<file path="config.mk">
export PLATFORM = sky130hd
export DESIGN_NAME = wishbone_host_master
export DESIGN_NICKNAME = d
export VERILOG_FILES = /design/src/rtl/wb_host_pkg.sv /design/src/rtl/wb_timeout_counter.sv /design/src/rtl/wishbone_host_master.sv
export SDC_FILE = /design/constraint.sdc
export NUM_CORES = 1
export LEC_CHECK = 0
export ABC_CLOCK_PERIOD_IN_PS = 6000
export BUFFER_PORTS_ARGS = -buffer_cell sky130_fd_sc_hd__buf_2
export CAP_MARGIN = 0
export CORE_ASPECT_RATIO = 1.75
export CORE_UTILIZATION = 25
export CTS_CLUSTER_SIZE = 20
export DETAILED_ROUTE_END_ITERATION = 10
export GPL_TIMING_DRIVEN = 0
export HOLD_SLACK_MARGIN = 0.03
export SETUP_SLACK_MARGIN = 0.3
export SYNTH_ARGS = -nofsm -noshare
export SYNTH_HDL_FRONTEND = slang
export SYNTH_SLANG_ARGS = --single-unit
export TNS_END_PERCENT = 10
</file>
<file path="constraint.sdc">
create_clock -name clk -period 6 [get_ports clk]
set_clock_uncertainty 0.15 [all_clocks]
set_input_delay 0.6 -clock clk [delete_from_list [all_inputs] [get_ports clk]]
set_output_delay 0.6 -clock clk [all_outputs]
set_load 0.005 [all_outputs]
</file>
<file path="src/rtl/wb_host_pkg.sv">
// Shared types and address-field constants for the Wishbone host master.
// Offset arithmetic lives here so the slave-select field is preserved in exactly one place.
package wb_host_pkg;

  typedef enum logic [2:0] {
    IDLE,
    WDATA,
    BUS,
    RHOLD,
    DONE
  } state_t;

  localparam logic [1:0] ST_OK      = 2'd0;
  localparam logic [1:0] ST_TIMEOUT = 2'd1;

  localparam int SLAVE_SEL_MSB = 31;
  localparam int SLAVE_SEL_LSB = 24;
  localparam int OFFSET_W      = 24;

  // Advance the slave offset by one beat; the slave-select byte never carries in.
  function automatic logic [31:0] next_adr(input logic [31:0] adr);
    logic [OFFSET_W-1:0] ofs;
    ofs = adr[OFFSET_W-1:0] + OFFSET_W'(1);
    return {adr[SLAVE_SEL_MSB:SLAVE_SEL_LSB], ofs};
  endfunction

endpackage

</file>
<file path="src/rtl/wb_timeout_counter.sv">
// Counts cycles a bus beat has been outstanding; expired is high during the TIMEOUT-th cycle.
// Synchronous clear takes priority, so the count restarts at 0 whenever a new beat is entered.
module wb_timeout_counter #(
  parameter int TIMEOUT = 1000,
  parameter int TO_W    = 16
) (
  input  logic clk,
  input  logic rst,
  input  logic clr,
  input  logic en,
  output logic expired
);

  logic [TO_W-1:0] cnt;

  always_ff @(posedge clk) begin
    if (rst || clr) begin
      cnt <= '0;
    end else if (en) begin
      cnt <= cnt + TO_W'(1);
    end
  end

  // cnt holds completed cycles, so this fires while the last permitted cycle is in progress.
  assign expired = en && (cnt == TO_W'(TIMEOUT - 1));

endmodule

</file>
<file path="src/rtl/wishbone_host_master.sv">
// Host command to sequential single-beat Wishbone classic cycles; read accept -> stb next cycle.
// Write data is requested one beat at a time and read data is held until the host takes it.
module wishbone_host_master
  import wb_host_pkg::*;
#(
  parameter int TIMEOUT = 1000,
  parameter int TO_W    = 16
) (
  input  logic        clk,
  input  logic        rst,
  input  logic        cmd_stb_i,
  output logic        cmd_rdy_o,
  input  logic        cmd_we_i,
  input  logic [31:0] cmd_adr_i,
  input  logic [23:0] cmd_len_i,
  input  logic [31:0] wdat_i,
  input  logic        wdat_vld_i,
  output logic        wdat_rdy_o,
  output logic [31:0] rdat_o,
  output logic        rdat_vld_o,
  input  logic        rdat_rdy_i,
  output logic        done_o,
  output logic [1:0]  status_o,
  output logic        irq_o,
  output logic        m_we_o,
  output logic        m_cyc_o,
  output logic        m_stb_o,
  output logic [3:0]  m_sel_o,
  output logic [31:0] m_adr_o,
  output logic [31:0] m_dat_o,
  input  logic [31:0] m_dat_i,
  input  logic        m_ack_i,
  input  logic        m_int_i
);

  state_t      state;
  logic [23:0] remaining;
  logic        int_q;
  logic        in_bus;
  logic        to_expired;

  assign in_bus  = (state == BUS);
  assign m_sel_o = 4'hF;

  wb_timeout_counter #(
    .TIMEOUT (TIMEOUT),
    .TO_W    (TO_W)
  ) u_timeout (
    .clk     (clk),
    .rst     (rst),
    .clr     (!in_bus),
    .en      (in_bus),
    .expired (to_expired)
  );

  always_ff @(posedge clk) begin
    if (rst) begin
      state      <= IDLE;
      remaining  <= '0;
      cmd_rdy_o  <= 1'b1;
      wdat_rdy_o <= 1'b0;
      rdat_o     <= '0;
      rdat_vld_o <= 1'b0;
      done_o     <= 1'b0;
      status_o   <= ST_OK;
      m_we_o     <= 1'b0;
      m_cyc_o    <= 1'b0;
      m_stb_o    <= 1'b0;
      m_adr_o    <= '0;
      m_dat_o    <= '0;
    end else begin
      done_o <= 1'b0;
      case (state)
        IDLE: begin
          if (cmd_stb_i) begin
            m_we_o    <= cmd_we_i;
            m_adr_o   <= cmd_adr_i;
            remaining <= (cmd_len_i == 24'd0) ? 24'd1 : cmd_len_i;
            status_o  <= ST_OK;
            cmd_rdy_o <= 1'b0;
            if (cmd_we_i) begin
              state      <= WDATA;
              wdat_rdy_o <= 1'b1;
            end else begin
              state   <= BUS;
              m_cyc_o <= 1'b1;
              m_stb_o <= 1'b1;
            end
          end
        end
        WDATA: begin
          if (wdat_vld_i) begin
            m_dat_o    <= wdat_i;
            wdat_rdy_o <= 1'b0;
            state      <= BUS;
            m_cyc_o    <= 1'b1;
            m_stb_o    <= 1'b1;
          end
        end
        BUS: begin
          // An ack in the expiring cycle still completes the beat.
          if (m_ack_i) begin
            m_cyc_o   <= 1'b0;
            m_stb_o   <= 1'b0;
            m_adr_o   <= next_adr(m_adr_o);
            remaining <= remaining - 24'd1;
            if (!m_we_o) begin
              rdat_o     <= m_dat_i;
              rdat_vld_o <= 1'b1;
              state      <= RHOLD;
            end else if (remaining > 24'd1) begin
              state      <= WDATA;
              wdat_rdy_o <= 1'b1;
            end else begin
              state  <= DONE;
              done_o <= 1'b1;
            end
          end else if (to_expired) begin
            m_cyc_o  <= 1'b0;
            m_stb_o  <= 1'b0;
            status_o <= ST_TIMEOUT;
            state    <= DONE;
            done_o   <= 1'b1;
          end
        end
        RHOLD: begin
          if (rdat_rdy_i) begin
            rdat_vld_o <= 1'b0;
            if (remaining != 24'd0) begin
              state   <= BUS;
              m_cyc_o <= 1'b1;
              m_stb_o <= 1'b1;
            end else begin
              state  <= DONE;
              done_o <= 1'b1;
            end
          end
        end
        DONE: begin
          state     <= IDLE;
          cmd_rdy_o <= 1'b1;
        end
        default: begin
          state     <= IDLE;
          cmd_rdy_o <= 1'b1;
        end
      endcase
    end
  end

  always_ff @(posedge clk) begin
    if (rst) begin
      int_q <= 1'b0;
      irq_o <= 1'b0;
    end else begin
      int_q <= m_int_i;
      irq_o <= m_int_i && !int_q;
    end
  end

endmodule

</file>
==> qor.csv <==
metric,value,unit
outcome,"finished, final reports clean",
endpoint_kind_of_the_worst_setup_timing_path,flip-flop,
vias_per_cell,5.07,
track_usage,0.194,
io_buffer_count,232,
timing.final.max_slew_violations,0,
timing.critical_path.arrival,3160,ps
synth_flop_type,dfxtp_1,
synthSimpleGateAreaFrac,0.283,
final_nets,1282,
synth_seq_cells,148,
beginning_of_the_worst_hold_path,m_dat_i[21],
max_cap_viol_count,0,
htree_num_levels,4,
detailedRoute.firstPassIterationCount,6,
min_period,2940,ps
hold_ws,241,ps
finish.utilization,0.335,
hold_viol_final,0,
synth_top_family_by_area,simple AND/OR/NAND/NOR gates,
cts_buffers,17,
synth_cell_area,0.00690,mm^2
grt_antenna_before_repair,3,
clockRootBuffer,clkbuf_16,
tightestPinTransition,1230,ps
maxClockFrequency,0.340,GHz
worst_slack,3060,ps
rows,80,
die-area,0.0283,mm^2
worstReg2RegStart,state[0],
grt_overflow_total,0,
grt_setup_unrepaired,false,
floorplan.core_area,0.0272,mm^2
min_period_over_period,0.490,
synth_compound_area_frac,0.207,
route.vias.total,7770,
cts_hold_buffers,0,
critical-path-top-cell-by-count,nand2_1,
power.static_leakage,0.00368,uW
worst_path_max_delay_cell,nor2_1,
wl_per_cell,17.9,um
drc,0,
seq_area_frac_synth,0.429,
synthCells,895,
final_common_cell,buf_2,
worstSetupStartpointType,flip-flop,
number_of_global_route_vias_before_repair,7499,
final_layout_size_suffix_gt1_frac,0.250,
clkTransAtPathRegs,70,ps
post_synth_mux_area_share,0.00598,
ir_worst_vdd,0.224,mV
top_library_cells_by_usage_in_the_layout_fill_and_taps_aside,"buf_2 (238), nand2_1 (196), dfxtp_1 (148), a21oi_1 (110), nor2_1 (65)",
floorplan.die.height,222,um
tritoncts,done,
yosys.cell_types.count,74,
biggest_fanout_along_the_worst_timing_path,10,
routed_wl,27.4,mm
preCtsSetupSlack,2990,ps
critical-path-max-stage-delay,610,ps
clock-sinks,148,
worst_slew_margin_rel,0.177,
timing.critical_path.required,6220,ps
synth-warning-count,0,
dpl.hpwl,20.7,mm
setup_total_negative_slack,0,ps
clock_latency,450,ps
wire_length_of_the_first_global_routing_pass,41.4,mm
cts-resized-gates,0,
post_synth.cell_area_avg,7.71,um^2
holdCritPathClass,in -> reg,
io_pins,238,
antenna_left,0,
areaGrowthSynthToFinish,32.0,%
floorplan.die.width,128,um
first_iter_violations,520,
gpl_congestion,0.918,
critical_path.cell_chain,buf_2 > nor3b_2 > nand2_1 > nor2_1 > clkbuf_1 > nand2_1 > a21oi_1,
synth-xor-area-share,0.0165,
criticalPathCategory,reg -> reg,
start_util,0.253,
synthArstFlopShare,0,
setup_crit_start,state[0],
synth_enable_flop_cells,0,
postCtsSetupBuffers,0,
grt_max_degree,17,
report.final.setup_viol,0,
synthAdderAreaFrac,0.00906,
power.density,454,mW/mm^2
clk_path_buf_depth,2,
power.total,4130,uW
## layout make-up
| cell class | count | area [um^2] |
|---|---|---|
| fill | 3011 | 18100 |
| clock inverter | 13 | 125 |
| buffer | 67 | 289 |
| inverter | 11 | 41.3 |
| clock buffer | 19 | 443 |
| tap | 369 | 462 |
| sequential | 148 | 2960 |
| timing repair buffer | 232 | 1160 |
| multi-input combinational | 672 | 3620 |
| antenna | 3 | 7.51 |
## report_power, final
group / total [uW] / switching (uW) / internal [uW]
combinational: 1680 / 1090 / 584
sequential: 1400 / 215 / 1180
clock: 1060 / 470 / 587
total: 4130 / 1780 / 2350
## synthesized netlist by cell type (5+ instances only)
cell      number  area (um^2)
and3_1        11         68.8
o211ai_1       6         45.0
nor2_1        65          244
buf_2          6         30.0
o22ai_1        6         37.5
nor3_1        17         85.1
a31oi_1        9         56.3
buf_4          6         45.0
xor2_1         7         61.3
xnor2_1        6         52.6
nand2_1      196          736
o31ai_1        6         45.0
dfxtp_1      148         2960
or3_1          7         43.8
and2_1         9         56.3
a22oi_1        9         67.6
o21ai_1       17         85.1
a21oi_1      110          551
a211oi_1       7         52.6
nand4_1       15         93.8
clkbuf_1      51          191
a221oi_1       5         43.8
ha_1           5         62.6
or4_1          5         37.5
nand3_1       31          155
o21ai_0       24          120
inv_1         10         37.5
nor4_1        15         93.8
## state kept, by name, summed over array words and instances, names as in the netlist
register and count:
cmd_rdy_o 1, u_timeout.cnt 16, m_dat_o 32, done_o 1, m_we_o 1, status_o 1, irq_o 1, wdat_rdy_o 1
rdat_vld_o 1, int_q 1, rdat_o 32, state 3, m_adr_o 32, remaining 24, m_stb_o 1
## cells by family after synthesis
logic type,Yosys count
buffers and inverters,78
and+or+nand+nor,409
AOI/OAI and AO/OA,236
xor gates and xnor gates,13
DFF,148
adders and majority gates,5
other,2
muxes,4
## metal layers
| layer | part of all wire | track usage | vias to the layer above |
|---|---|---|---|
| met1 | 0.36 | 0.196 | 3595 |
| met4 | 0.049 | 0.118 | 0 |
| met2 | 0.51 | 0.351 | 398 |
| met3 | 0.073 | 0.0533 | 83 |
| met5 | 0 | 0 | - |
| li1 | - | - | 3694 |
## worst max-delay path, delay by kind of cell, from the launching register on
kind	cells	cell delay [ps]
compound gates	1	140
buf+inv	2	630
flops	1	300
simple gates	4	1640
## through the flow
stage / instance area (um^2) / std cells
2_1_floorplan: 6910 / 898
3_3_place_gp: 8540 / 1499
3_5_place_dp: 8540 / 1499
6_report: 9110 / 1534
4_1_cts: 9100 / 1531
5_1_grt: 9110 / 1532
## final timing paths
kind	depth (start not counted)	to	slack (ps)
setup / recovery	7	rdat_o[2]	3060
hold / removal	3	rdat_o[21]	240
setup reg to reg	7	rdat_o[2]	3060
hold reg to reg	1	irq_o	240
No activity file was read; power rests on OpenSTA's default activity.
